[config.mk]
export PLATFORM = sky130hd
export DESIGN_NAME = ws2812_frame_sequencer_flat
export DESIGN_NICKNAME = d
export VERILOG_FILES = /design/src/rtl/ws2812_pkg.sv /design/src/rtl/ws2812_frame_sequencer_if.sv /design/src/rtl/ws2812_frame_sequencer_refresh.sv /design/src/rtl/ws2812_frame_sequencer.sv /design/src/flat_wrapper.sv
export SDC_FILE = /design/constraint.sdc
export NUM_CORES = 1
export LEC_CHECK = 0
export ABC_AREA = 1
export CORE_UTILIZATION = 53
export CTS_CLUSTER_SIZE = 20
export DETAILED_ROUTE_END_ITERATION = 10
export PLACE_DENSITY_LB_ADDON = 0.1
export SETUP_SLACK_MARGIN = 0.02
export SYNTH_ARGS = -nofsm -noshare
export SYNTH_HDL_FRONTEND = slang
export SYNTH_SLANG_ARGS = --single-unit
[constraint.sdc]
create_clock -name clk -period 2.8 [get_ports clk]
set_input_delay 0.28 -clock clk [delete_from_list [all_inputs] [get_ports clk]]
set_output_delay 0.28 -clock clk [all_outputs]
set_load 0.02 [all_outputs]
[src/rtl/ws2812_pkg.sv]
// Shared WS2812 definitions: timing constants at 50 MHz, the 24-bit GRB pixel
// type and the frame sequencer state encoding.
package ws2812_pkg;

  localparam int unsigned CLK_HZ           = 50_000_000;
  localparam int unsigned T0H_CYCLES       = 20;    // 0.40 us high for a '0'
  localparam int unsigned T1H_CYCLES       = 40;    // 0.80 us high for a '1'
  localparam int unsigned BIT_CYCLES       = 63;    // ~1.25 us bit period
  localparam int unsigned LATCH_GAP_CYCLES = 2500;  // >= 50 us line low

  typedef logic [23:0] pixel_t;  // GRB, bit 23 shifted out first

  typedef enum logic [2:0] {
    ST_IDLE,
    ST_FETCH,
    ST_SEND,
    ST_DRAIN,
    ST_LATCH
  } seq_state_t;

  // Counter width able to hold 0..n-1; never narrower than one bit.
  function automatic int unsigned cnt_width(input int unsigned n);
    return (n < 2) ? 1 : $clog2(n);
  endfunction

endpackage

[src/rtl/ws2812_frame_sequencer_if.sv]
// Pixel stream between the frame sequencer (master) and the bit encoder (slave).
//   pix_valid : pixel available          (master -> slave)
//   pix_data  : pixel, held until taken  (master -> slave)
//   pix_ready : encoder takes the pixel  (slave -> master)
//   enc_idle  : last bit done, line low  (slave -> master)
interface ws2812_frame_sequencer_if;
  import ws2812_pkg::*;

  logic   pix_valid;
  pixel_t pix_data;
  logic   pix_ready;
  logic   enc_idle;

  modport master (output pix_valid, output pix_data, input pix_ready, input enc_idle);
  modport slave  (input pix_valid, input pix_data, output pix_ready, output enc_idle);

endinterface

[src/rtl/ws2812_frame_sequencer_refresh.sv]
// Auto-refresh timer: free-running down-counter, reloaded on every frame start,
// pulses tick for one cycle on reaching zero and then reloads itself.
//   clk, rst : clock, synchronous active-high reset (loads the period)
//   reload   : frame starts this cycle
//   tick     : refresh due (constant 0 when REFRESH_CYCLES == 0)
module ws2812_frame_sequencer_refresh
  import ws2812_pkg::*;
#(
  parameter int unsigned REFRESH_CYCLES = 1_000_000
) (
  input  logic clk,
  input  logic rst,
  input  logic reload,
  output logic tick
);

  localparam int unsigned CNT_W      = cnt_width(REFRESH_CYCLES);
  localparam int unsigned RELOAD_VAL = (REFRESH_CYCLES == 0) ? 0 : REFRESH_CYCLES - 1;
  localparam logic [CNT_W-1:0] RELOAD = CNT_W'(RELOAD_VAL);
  localparam bit ENABLED = (REFRESH_CYCLES != 0);

  logic [CNT_W-1:0] cnt;

  always_ff @(posedge clk) begin
    if (rst || reload || cnt == '0) begin
      cnt <= RELOAD;
    end else begin
      cnt <= cnt - CNT_W'(1);
    end
  end

  assign tick = ENABLED && (cnt == '0);

endmodule

[src/rtl/ws2812_frame_sequencer.sv]
// Frame-level WS2812 controller: pixel buffer, frame scheduling (host request or
// auto-refresh), pixel streaming to the bit encoder and the latch gap.
//   clk, rst             : clock, synchronous active-high reset
//   wr_en/wr_addr/wr_data: pixel buffer write (addresses >= NUM_LEDS ignored)
//   ovr_en/ovr_color     : whole-frame colour override, latched at frame start
//   frame_req            : request a frame (level or pulse)
//   pix                  : pixel stream to the encoder (master side)
//   busy                 : frame in progress
//   frame_done           : one-cycle pulse at the end of the latch gap
module ws2812_frame_sequencer
  import ws2812_pkg::*;
#(
  parameter int unsigned NUM_LEDS       = 8,
  parameter int unsigned ADDR_W         = 3,
  parameter int unsigned RESET_CYCLES   = LATCH_GAP_CYCLES,
  parameter int unsigned REFRESH_CYCLES = 1_000_000
) (
  input  logic              clk,
  input  logic              rst,
  input  logic              wr_en,
  input  logic [ADDR_W-1:0] wr_addr,
  input  pixel_t            wr_data,
  input  logic              ovr_en,
  input  pixel_t            ovr_color,
  input  logic              frame_req,
  ws2812_frame_sequencer_if.master pix,
  output logic              busy,
  output logic              frame_done
);

  localparam int unsigned LCNT_W = cnt_width(RESET_CYCLES);
  localparam logic [LCNT_W-1:0] LCNT_LAST = LCNT_W'(RESET_CYCLES - 1);
  localparam logic [ADDR_W-1:0] IDX_LAST  = ADDR_W'(NUM_LEDS - 1);

  seq_state_t        state, next_state;
  logic [ADDR_W-1:0] idx;
  logic [LCNT_W-1:0] lcnt;
  logic              pending;
  logic              ovr_q;
  pixel_t            ovr_color_q;
  pixel_t            pix_data_q;
  pixel_t            buf_q [NUM_LEDS];
  pixel_t            buf_rd;

  logic refresh_tick;
  logic start_req;
  logic frame_start;
  logic pix_valid_c;
  logic xfer;
  logic last_pix;
  logic lcnt_last;

  ws2812_frame_sequencer_refresh #(
    .REFRESH_CYCLES(REFRESH_CYCLES)
  ) u_refresh (
    .clk   (clk),
    .rst   (rst),
    .reload(frame_start),
    .tick  (refresh_tick)
  );

  // A request arriving in the very cycle a decision is made counts immediately,
  // so a refresh tick starts an idle frame without a pending-flag round trip.
  assign start_req = pending | frame_req | refresh_tick;
  assign xfer      = pix_valid_c & pix.pix_ready;
  assign last_pix  = (idx == IDX_LAST);
  assign lcnt_last = (lcnt == LCNT_LAST);

  // State register
  always_ff @(posedge clk) begin
    if (rst) begin
      state <= ST_IDLE;
    end else begin
      state <= next_state;
    end
  end

  // Next-state logic
  always_comb begin
    next_state = state;
    unique case (state)
      ST_IDLE:  if (start_req) next_state = ST_FETCH;
      ST_FETCH: next_state = ST_SEND;
      ST_SEND:  if (xfer) next_state = last_pix ? ST_DRAIN : ST_FETCH;
      ST_DRAIN: if (pix.enc_idle) next_state = ST_LATCH;
      ST_LATCH: if (lcnt_last) next_state = start_req ? ST_FETCH : ST_IDLE;
      default:  next_state = ST_IDLE;
    endcase
  end

  // Outputs
  always_comb begin
    busy        = (state != ST_IDLE);
    pix_valid_c = (state == ST_SEND);
    frame_done  = (state == ST_LATCH) && lcnt_last;
    frame_start = ((state == ST_IDLE) || frame_done) && start_req;
  end

  assign pix.pix_valid = pix_valid_c;
  assign pix.pix_data  = pix_data_q;

  // Compare-based read mux: indices >= NUM_LEDS never select anything.
  always_comb begin
    buf_rd = '0;
    for (int unsigned i = 0; i < NUM_LEDS; i++) begin
      if (idx == ADDR_W'(i)) buf_rd = buf_q[i];
    end
  end

  always_ff @(posedge clk) begin
    if (rst) begin
      for (int unsigned i = 0; i < NUM_LEDS; i++) buf_q[i] <= '0;
    end else if (wr_en) begin
      for (int unsigned i = 0; i < NUM_LEDS; i++) begin
        if (wr_addr == ADDR_W'(i)) buf_q[i] <= wr_data;
      end
    end
  end

  always_ff @(posedge clk) begin
    if (rst) begin
      pending     <= 1'b0;
      idx         <= '0;
      lcnt        <= '0;
      ovr_q       <= 1'b0;
      ovr_color_q <= '0;
      pix_data_q  <= '0;
    end else begin
      if (frame_start) begin
        pending <= 1'b0;
      end else if (frame_req || refresh_tick) begin
        pending <= 1'b1;
      end

      if (frame_start) begin
        ovr_q       <= ovr_en;
        ovr_color_q <= ovr_color;
        idx         <= '0;
      end else if (pix_valid_c && xfer && !last_pix) begin
        idx <= idx + ADDR_W'(1);
      end

      // Registered read: a same-cycle write to this index lands after the fetch.
      if (state == ST_FETCH) begin
        pix_data_q <= ovr_q ? ovr_color_q : buf_rd;
      end

      if ((state == ST_LATCH) && !lcnt_last) begin
        lcnt <= lcnt + LCNT_W'(1);
      end else begin
        lcnt <= '0;
      end
    end
  end

endmodule

[src/flat_wrapper.sv]
// flat-port wrapper written by rule: the top's interface ports become plain ports
module ws2812_frame_sequencer_flat import ws2812_pkg::*;
#(
  parameter int unsigned NUM_LEDS       = 8,
  parameter int unsigned ADDR_W         = 3,
  parameter int unsigned RESET_CYCLES   = LATCH_GAP_CYCLES,
  parameter int unsigned REFRESH_CYCLES = 1_000_000
)
  (clk, rst, wr_en, wr_addr, wr_data, ovr_en, ovr_color, frame_req, busy, frame_done, pix_pix_valid, pix_pix_data, pix_pix_ready, pix_enc_idle);
  ws2812_frame_sequencer_if pix_i ();
  input  logic clk;
  input  logic rst;
  input  logic wr_en;
  input  logic [ADDR_W-1:0] wr_addr;
  input  pixel_t wr_data;
  input  logic ovr_en;
  input  pixel_t ovr_color;
  input  logic frame_req;
  output logic busy;
  output logic frame_done;
  output wire logic [$bits(pix_i.pix_valid)-1:0] pix_pix_valid;
  output wire logic [$bits(pix_i.pix_data)-1:0] pix_pix_data;
  input wire logic [$bits(pix_i.pix_ready)-1:0] pix_pix_ready;
  input wire logic [$bits(pix_i.enc_idle)-1:0] pix_enc_idle;
  assign pix_pix_valid = pix_i.pix_valid;
  assign pix_pix_data = pix_i.pix_data;
  assign pix_i.pix_ready = pix_pix_ready;
  assign pix_i.enc_idle = pix_enc_idle;
  ws2812_frame_sequencer #(.NUM_LEDS(NUM_LEDS), .ADDR_W(ADDR_W), .RESET_CYCLES(RESET_CYCLES), .REFRESH_CYCLES(REFRESH_CYCLES)) u_core (.clk(clk), .rst(rst), .wr_en(wr_en), .wr_addr(wr_addr), .wr_data(wr_data), .ovr_en(ovr_en), .ovr_color(ovr_color), .frame_req(frame_req), .pix(pix_i), .busy(busy), .frame_done(frame_done));
endmodule
==> results.py, run 1 <==
metrics = {
    "synth": {
        "synth_warnings": 0,
        "synth_fp_nets": 1513,
        "synth_most_common_cell": "nand2_1",
        "synth_top_area_frac": 0.454,
        "syn_area_per_cell_um2": 8.77,
        "synthArstFlopShare": 0,
        "synth_common_cells": "nand2_1, nor2_1, edfxtp_1",
        "ys_seq_elements": 280,
        "synth_ff_type": "edfxtp_1",
        "synth_cell_types": 36,
        "synth_area_um2": 12700,
        "syn-instance-count": 1447,
        "synth.yosys.seq_area_share": 0.593,
        "synth_edf_count": 192,
        "yosys-top-cells-area": "edfxtp_1, dfxtp_1, nand2_1",
        "yosysTopAreaCell": "edfxtp_1",
    },
    "timing": {
        "fin_crit_sh": 0.901,
        "hold_viol": 0,
        "max_slew_margin": 0.519,
        "fin_setup_tns_ps": 0,
        "setup_slack_ps": 278,
        "skew_ps": 16.9,
        "hold_ws_ps": 329,
        "rsz0062_at_grt": "false",
        "period_minus_slack_ps": 2520,
        "tightest_slew_ps": 720,
        "drv_slew": 0,
        "finalSetupViolations": 0,
        "fmax_ghz": 0.397,
    },
    "clock_tree": {
        "tritoncts": "done",
        "postCtsResizedCells": 0,
        "path_clk_slew_ps": 60,
        "cts.hold.buffers_added": 0,
        "htree_levels": 1,
        "cts_buffers": 29,
        "cts_buffer_depth": 3,
        "postCtsSetupBuffers": 0,
        "clock-sinks": 280,
        "clkLatencyLatePin_ps": 560,
        "cts_root_buf": "clkbuf_16",
    },
    "pwr": {
        "power_leakage_nw": 6.14,
        "pwr-share-comb": 0.202,
        "power_density_nw_per_um2": 751,
        "power.share.clock": 0.343,
        "seqPwrFrac": 0.455,
        "intPower_mw": 7.90,
        "switching_share": 0.292,
        "p_switching_mw": 3.25,
        "irDropWorstVdd_mv": 0.478,
    },
    "placement": {
        "routabilityCongestion": 0.790,
        "port-buffer-count": 84,
        "pre_cts_slack_ps": 502,
        "dpl.hpwl_um": 20500,
    },
    "drt": {
        "antenna_left": 0,
        "via_count": 9689,
        "drcViolationCount": 0,
        "vias_per_cell": 5.19,
        "wl_um": 30000,
        "post_drt_wl_per_cell_um": 16.1,
        "drt-pass1-iter-count": 6,
        "drt_first_iter_violations": 610,
    },
    "worst_hold_path": {
        "hold_class": "input port to flip-flop",
        "holdPathStages": 3,
    },
    "final_layout": {
        "diodes": 0,
        "syn_to_final_growth_pct": 17.0,
        "fin_util": 0.632,
        "num-nets-final": 1592,
        "drive_above_1_share": 0.0904,
        "nFillCells": 1989,
    },
    "floorplan": {
        "core_um2": 23500,
        "die_x_um": 157,
        "initial_core_util": 0.541,
        "core.rowCount": 56,
        "io_pins": 85,
        "fp.dieArea_um2": 24600,
        "die_h_um": 157,
    },
    "status": {
        "status": "complete, no violations",
    },
    "critical_path": {
        "r2r_cells": 12,
        "end_kind": "primary output",
        "critical_path_required_ps": 2520,
        "path_class": "flip-flop to primary output",
        "startpoint_type": "flip-flop",
        "worstPathArrival_ps": 2240,
        "critPathMaxFanout": 3,
    },
    "global_route": {
        "gr-total-overflow": 0,
        "grt_max_degree": 50,
        "grt_pass1_wl_um": 48300,
        "track_usage": 0.253,
        "antenna_found_initial": 0,
        "grt_pass1_vias": 9777,
    },
    "run": {
        "drv.max_cap_violation_count": 0,
    },
}
power by group through the flow:
stage	clock network (mW)	logic, mW	registers [mW]
finish	3.82	2.25	5.08
global route	4.03	2.52	5.12
global placement	0	2.24	5.16
CTS	3.87	2.27	5.08
floorplan	0	1.38	5.24
detailed placement	0	2.26	5.16
worst max-delay path, stage by stage, from the launching register on:
cell and delay [ps]:
dfxtp_1 360, ha_1 180, nand2_1 90, nor3_1 140
nand3_1 180, nor2_1 140, clkdlybuf4s50_1 610
per-layer routing:
layer  global-route usage  share of wire  routed length [µm]  up-vias
met5                    0              0                   0        -
met4               0.0920          0.032                 957        0
met3               0.0302          0.038                1150       62
met2                0.467           0.52               15600      209
met1                0.299           0.41               12300     4579
li1                     -              -                   -     4839
path summary, 6_finish.rpt:
| check | from | to | slack (ps) |
|---|---|---|---|
| setup / recovery | u_core.lcnt[0] | frame_done | 280 |
| hold / removal | ovr_color[6] | u_core.ovr_color_q[6] | 330 |
| setup reg to reg | u_core.u_refresh.cnt[0] | u_core.u_refresh.cnt[3] | 530 |
| hold reg to reg | u_core.u_refresh.cnt[0] | u_core.u_refresh.cnt[0] | 400 |
through the flow:
step,instances,instance area [µm²],total power [mW]
final,1868,14800,11.1
after global routing,1868,14800,11.7
after CTS,1868,14800,11.2
after detailed placement,1814,13900,7.42
after global placement,1814,13900,7.39
after floorplan,1447,12700,6.63
sequential cells by signal, indices dropped and copies added (netlist names):
signal	flops
u_core.ovr_q	1
u_core.idx	3
u_core.lcnt	12
u_core.pending	1
u_core.buf_q	192
u_core.state	3
u_core.u_refresh.cnt	20
u_core.ovr_color_q	24
u_core.pix.pix_data	24
kinds of logic after synthesis:
| kind of cell | after synthesis | share of synthesized area |
|---|---|---|
| adder cells (fa/ha/maj) | 8 | 0.00789 |
| flip-flops | 280 | 0.593 |
| XOR/XNOR | 14 | 0.00966 |
| AND/OR/NAND/NOR | 789 | 0.261 |
| buffers and inverters | 198 | 0.0639 |
| AO/OA/AOI/OAI | 158 | 0.0643 |
cell type report:
class / count / area (µm²) / area share
Multi-Input combinational cell: 969 / 4370 / 0.295
Inverter: 128 / 480 / 0.0324
Timing Repair Buffer: 118 / 1100 / 0.0744
Sequential cell: 280 / 7530 / 0.507
Clock buffer: 41 / 848 / 0.0572
Clock inverter: 13 / 109 / 0.00733
Tap cell: 319 / 399 / 0.0269
cells in the final DEF (no fill, tap or decap), types with 4 or more instances in the layout:
master           count
buf_4               33
clkinv_2            10
clkbuf_16           29
ha_1                 8
nand2_2             10
o21ai_1             26
o21ai_2              6
xor2_1               8
edfxtp_1           192
nand2_1            339
nor2_2               4
inv_2                4
clkbuf_8             7
or2_2               18
xnor2_1              6
nor3_1              11
o21ai_0             19
nand3_1             96
a21oi_1             97
nor2_1             288
inv_1              121
o21bai_1             7
nand4_1              5
clkdlybuf4s50_1     83
dfxtp_1             88
Note: power is estimated with default switching activity, not from simulation.
==> inputs of run 2 (changes only) <==
==> constraint.sdc (replaced) <==
create_clock -name clk -period 2.8 [get_ports clk]
set_input_delay 0.84 -clock clk [delete_from_list [all_inputs] [get_ports clk]]
set_output_delay 0.84 -clock clk [all_outputs]
set_load 0.02 [all_outputs]
==> results.py, run 2 (synthesis gave the netlist of run 1 again) <==
metrics = {
    "status": {
        "status": "complete, no violations",
    },
    "floorplan": {
        "core_um2": 23500,
        "io_pins": 85,
        "initial_core_util": 0.541,
        "die_h_um": 157,
        "die_x_um": 157,
        "fp.dieArea_um2": 24600,
        "core.rowCount": 56,
    },
    "final_layout": {
        "fin_util": 0.637,
        "layout_commonest_cell": "nand2_1",
        "drive_above_1_share": 0.0887,
        "regMostFlops": "u_core.buf_q",
        "final_cell_mix": "nand2_1, nor2_1, edfxtp_1",
        "nFillCells": 1985,
        "diodes": 0,
        "syn_to_final_growth_pct": 17.8,
        "largest_reg_flops": 192,
        "num-nets-final": 1599,
    },
    "placement": {
        "routabilityCongestion": 0.846,
        "pre_cts_slack_ps": 229,
        "dpl.hpwl_um": 19800,
        "port-buffer-count": 84,
    },
    "critical_path": {
        "path_class": "flip-flop to primary output",
        "worstPathArrival_ps": 1760,
        "startpoint_type": "flip-flop",
        "critical_path_required_ps": 1960,
        "end_kind": "primary output",
        "critPathMaxFanout": 3,
    },
    "pwr": {
        "power_leakage_nw": 6.19,
        "seqPwrFrac": 0.454,
        "p_switching_mw": 3.19,
        "power.total_mw": 11.2,
        "switching_share": 0.286,
        "intPower_mw": 7.96,
        "power_density_nw_per_um2": 746,
        "irDropWorstVdd_mv": 0.463,
        "power.share.clock": 0.344,
        "pwr-share-comb": 0.202,
    },
    "timing": {
        "setup_slack_ps": 202,
        "period_minus_slack_ps": 2600,
        "drv_slew": 0,
        "skew_ps": 15.7,
        "fmax_ghz": 0.385,
        "hold_ws_ps": 397,
        "rsz0062_at_grt": "false",
        "tightest_slew_ps": 812,
        "hold_viol": 0,
        "finalSetupViolations": 0,
        "fin_crit_sh": 0.928,
        "max_slew_margin": 0.455,
    },
    "drt": {
        "wl_um": 29100,
        "drt-pass1-iter-count": 5,
        "antenna_left": 0,
        "drt_first_iter_violations": 678,
        "vias_per_cell": 5.19,
        "post_drt_wl_per_cell_um": 15.5,
        "drcViolationCount": 0,
        "via_count": 9724,
    },
    "clock_tree": {
        "htree_levels": 1,
        "postCtsSetupBuffers": 0,
        "clkLatencyLatePin_ps": 550,
        "cts_root_buf": "clkbuf_16",
        "tritoncts": "done",
        "path_clk_slew_ps": 60,
        "cts.hold.buffers_added": 0,
        "clock-sinks": 280,
        "cts_buffers": 29,
        "cts_buffer_depth": 3,
    },
    "global_route": {
        "gr-total-overflow": 0,
        "grt_pass1_wl_um": 46900,
        "antenna_found_initial": 0,
        "track_usage": 0.245,
        "grt_pass1_vias": 9335,
        "grt_max_degree": 47,
    },
    "worst_hold_path": {
        "hold_class": "flip-flop to flip-flop",
    },
    "run": {
        "drv.max_cap_violation_count": 0,
    },
}
-- run 2: final cells by class --
| type | instances | area (µm²) | area share |
|---|---|---|---|
| Sequential cell | 280 | 7530 | 0.504 |
| Timing Repair Buffer | 125 | 1210 | 0.0813 |
| Tap cell | 319 | 399 | 0.0267 |
| Inverter | 128 | 480 | 0.0321 |
| Clock inverter | 19 | 191 | 0.0128 |
| Clock buffer | 35 | 748 | 0.0501 |
| Multi-Input combinational cell | 969 | 4380 | 0.293 |
-- run 2: power groups by stage --
stage	Clock (mW)	Sequential [mW]	Combinational, mW
after detailed placement	0	5.15	2.27
final	3.84	5.06	2.25
after floorplan	0	5.24	1.38
after global placement	0	5.14	2.24
after CTS	3.87	5.06	2.28
after global routing	4.03	5.11	2.53
-- run 2: worst max-delay path, cell delays in order (launching register included) --
cell	delay (ps)
dfxtp_1	370
ha_1	170
nand2_1	120
nor3_2	140
nand3_2	120
nor2_1	120
buf_2	180
-- run 2: path summary, 6_finish.rpt --
check,start,endpoint,slack (ps),depth (start not counted)
setup / recovery,u_core.lcnt[0],frame_done,200,6
hold / removal,u_core.u_refresh.cnt[0],u_core.u_refresh.cnt[0],400,1
setup reg to reg,u_core.idx[2],u_core.pix.pix_data[16],450,13
hold reg to reg,u_core.u_refresh.cnt[0],u_core.u_refresh.cnt[0],400,1
-- run 2: stage by stage --
step | setup TNS, ps | cell area [µm²] | cells
after floorplan | -24040 | 12700 | 1447
after global placement | 0 | 14000 | 1821
after detailed placement | 0 | 14000 | 1821
after CTS | 0 | 14900 | 1875
after global routing | 0 | 14900 | 1875
final | 0 | 14900 | 1875
-- run 2: routing by layer --
metal  vias up  track usage  part of all wire
met1      4634        0.292              0.41
met3        51       0.0271             0.036
met2       184        0.462              0.53
li1       4855            -                 -
met4         0       0.0668             0.023
met5         -            0                 0
-- run 2: repair_timing --
action                     CTS  global route
cloned                       0             0
setup endpoints to repair    2             2
resized for setup            4             4
==> inputs of run 3 (changes only) <==
--- a/config.mk
+++ b/config.mk
@@ -9,8 +9,10 @@
 export CORE_UTILIZATION = 53
 export CTS_CLUSTER_SIZE = 20
 export DETAILED_ROUTE_END_ITERATION = 10
+export GPL_TIMING_DRIVEN = 0
 export PLACE_DENSITY_LB_ADDON = 0.1
 export SETUP_SLACK_MARGIN = 0.02
 export SYNTH_ARGS = -nofsm -noshare
 export SYNTH_HDL_FRONTEND = slang
+export SYNTH_HIERARCHICAL = 1
 export SYNTH_SLANG_ARGS = --single-unit
==> results.py, run 3 <==
metrics = {
    "status": {
        "status": "complete, no violations",
    },
    "drt": {
        "drcViolationCount": 0,
        "drt_first_iter_violations": 872,
        "post_drt_wl_per_cell_um": 15.7,
        "drt-pass1-iter-count": 5,
        "wl_um": 30900,
        "via_count": 10100,
        "antenna_left": 0,
        "vias_per_cell": 5.15,
    },
    "final_layout": {
        "regMostFlops": "u_core/buf_q",
        "diodes": 0,
        "num-nets-final": 1689,
        "syn_to_final_growth_pct": 18.2,
        "finalNonFillerCells": 1965,
        "final_cell_mix": "nand2_1, nor2_1, edfxtp_1",
        "layout_commonest_cell": "nand2_1",
        "drive_above_1_share": 0.0796,
        "largest_reg_flops": 192,
    },
    "floorplan": {
        "core.rowCount": 56,
        "die_x_um": 157,
        "fp.dieArea_um2": 24700,
        "initial_core_util": 0.542,
        "core_um2": 23500,
        "io_pins": 85,
        "die_h_um": 157,
    },
    "synth": {
        "synth.yosys.seq_area_share": 0.590,
        "synth_warnings": 6,
        "synth_edf_count": 192,
        "ys_seq_elements": 280,
        "synth_fp_nets": 1566,
        "syn_area_per_cell_um2": 8.50,
        "syn-instance-count": 1499,
        "yosysTopAreaCell": "edfxtp_1",
        "synth_area_um2": 12700,
        "synth_cell_types": 35,
        "yosys-top-cells-area": "edfxtp_1, dfxtp_1, nand2_1",
        "synth_most_common_cell": "nand2_1",
        "synthArstFlopShare": 0,
        "synth_ff_type": "edfxtp_1",
        "synth_common_cells": "nand2_1, nor2_1, edfxtp_1",
        "synth_top_area_frac": 0.452,
    },
    "placement": {
        "port-buffer-count": 84,
        "dpl.hpwl_um": 22800,
        "placed_cells": 1909,
        "routabilityCongestion": 0.877,
    },
    "timing": {
        "skew_ps": 8.44,
        "drv_slew": 0,
        "period_minus_slack_ps": 2690,
        "hold_ws_ps": 399,
        "fin_crit_sh": 0.961,
        "rsz0062_at_grt": "false",
        "max_slew_margin": 0.428,
        "hold_viol": 0,
        "fmax_ghz": 0.371,
        "finalSetupViolations": 0,
        "tightest_slew_ps": 858,
    },
    "critical_path": {
        "cp_top_family": "buffers and inverters",
        "worstPathArrival_ps": 3000,
        "critical_path_required_ps": 3100,
        "path_cells": "clkdlybuf4s50_1 > inv_1 > clkbuf_1 > o21ai_2 > buf_8",
        "critPathBufInv": 4,
        "cpPeakStageDelay_ps": 590,
        "cp.depth": 5,
        "startpoint_type": "input port",
        "r2r_cells": 16,
        "critPathMaxFanout": 13,
        "path_class": "input port to flip-flop",
        "end_kind": "flip-flop",
        "critPathSlowestCell": "clkbuf_1",
    },
    "clock_tree": {
        "htree_levels": 1,
        "tritoncts": "done",
        "clkLatencyLatePin_ps": 540,
        "cts_buffers": 30,
        "path_clk_slew_ps": 60,
        "cts_buffer_depth": 3,
        "cts_root_buf": "clkbuf_16",
        "postCtsSetupBuffers": 0,
        "cts.hold.buffers_added": 0,
        "clock-sinks": 280,
    },
    "pwr": {
        "irDropWorstVdd_mv": 0.599,
        "power_density_nw_per_um2": 743,
        "power_leakage_nw": 6.32,
        "power.share.clock": 0.331,
        "p_switching_mw": 3.26,
        "seqPwrFrac": 0.461,
        "pwr-share-comb": 0.208,
        "switching_share": 0.291,
        "intPower_mw": 7.93,
    },
    "worst_hold_path": {
        "hold_class": "flip-flop to flip-flop",
        "holdPathStages": 1,
    },
    "global_route": {
        "grt_pass1_wl_um": 48800,
        "track_usage": 0.258,
        "grt_pass1_vias": 9675,
        "gr-total-overflow": 0,
        "grt_max_degree": 25,
        "antenna_found_initial": 0,
    },
    "run": {
        "drv.max_cap_violation_count": 0,
    },
}
[run 3: changes by cell type in the layout (fill, tap and decap cells not counted), moves of 13 or more]
cell,change
buf_2,+13
buf_4,-33
clkbuf_1,+52
inv_1,+16
nand2_1,+22
nand3_1,-28
nor2_1,+50
o21ai_0,+20
o21ai_1,-15
[run 3: logic make-up after synthesis]
group	synth area share
and+or+nand+nor	0.271
DFF	0.590
buffers and inverters	0.0656
AOI/OAI and AO/OA	0.0608
adders and majority gates	0.00883
xor gates and xnor gates	0.00344
[run 3: area by class of cell]
type	instances	area (µm²)
Fill cell	2018	8480
Sequential cell	280	7530
Multi-Input combinational cell	1006	4430
Timing Repair Buffer	91	943
Clock buffer	46	883
Inverter	142	536
Tap cell	319	399
Buffer	71	300
Clock inverter	10	45.0
[run 3: final timing paths]
path | from | to | slack [ps]
setup reg to reg | u_core/u_refresh/cnt[0] | u_core/u_refresh/cnt[18] | 280
hold / removal | u_core/u_refresh/cnt[0] | u_core/u_refresh/cnt[0] | 400
setup / recovery | rst | u_core/buf_q[1][63] | 110
hold reg to reg | u_core/u_refresh/cnt[0] | u_core/u_refresh/cnt[0] | 400
[run 3: power groups by stage]
stage | Combinational, mW | Sequential (mW) | Clock, mW
3_3_place_gp | 2.26 | 5.24 | 0
2_1_floorplan | 1.30 | 5.35 | 0
3_5_place_dp | 2.33 | 5.24 | 0
6_report | 2.33 | 5.16 | 3.71
5_1_grt | 2.59 | 5.21 | 3.95
4_1_cts | 2.34 | 5.16 | 3.77
[run 3: worst reg2reg max path: cells and delay by family, from the launching register on]
kind / cells / cell delay [ps]
buffers and inverters: 6 / 780
flip-flops: 1 / 340
AND/OR/NAND/NOR: 9 / 1110
adder cells (fa/ha/maj): 1 / 200
[run 3: routing by layer]
metal / GRT usage / vias up / share of wire
li1: - / 5053 / -
met1: 0.333 / 4742 / 0.42
met3: 0.0336 / 60 / 0.051
met4: 0.0749 / 0 / 0.024
met2: 0.453 / 262 / 0.50
met5: 0 / - / 0
[run 3: through the flow]
| stage | utilization | worst slack (ps) | instance area (µm²) | power (mW) | setup TNS [ps] |
|---|---|---|---|---|---|
| floorplan | - | -498 | 12700 | 6.64 | -35880 |
| global placement | 0.594 | -2220 | 14000 | 7.50 | -265060 |
| detailed placement | 0.600 | -690 | 14100 | 7.57 | -72340 |
| CTS | 0.640 | 43.8 | 15100 | 11.3 | 0 |
| global route | 0.640 | 27.6 | 15100 | 11.7 | 0 |
| finish | 0.640 | 108 | 15100 | 11.2 | 0 |
[run 3: what timing repair did]
item	CTS	global route
endpoints found under the hold margin	0	0
endpoints found under the setup margin	25	12
pin swaps	0	0
resized for setup	7	4
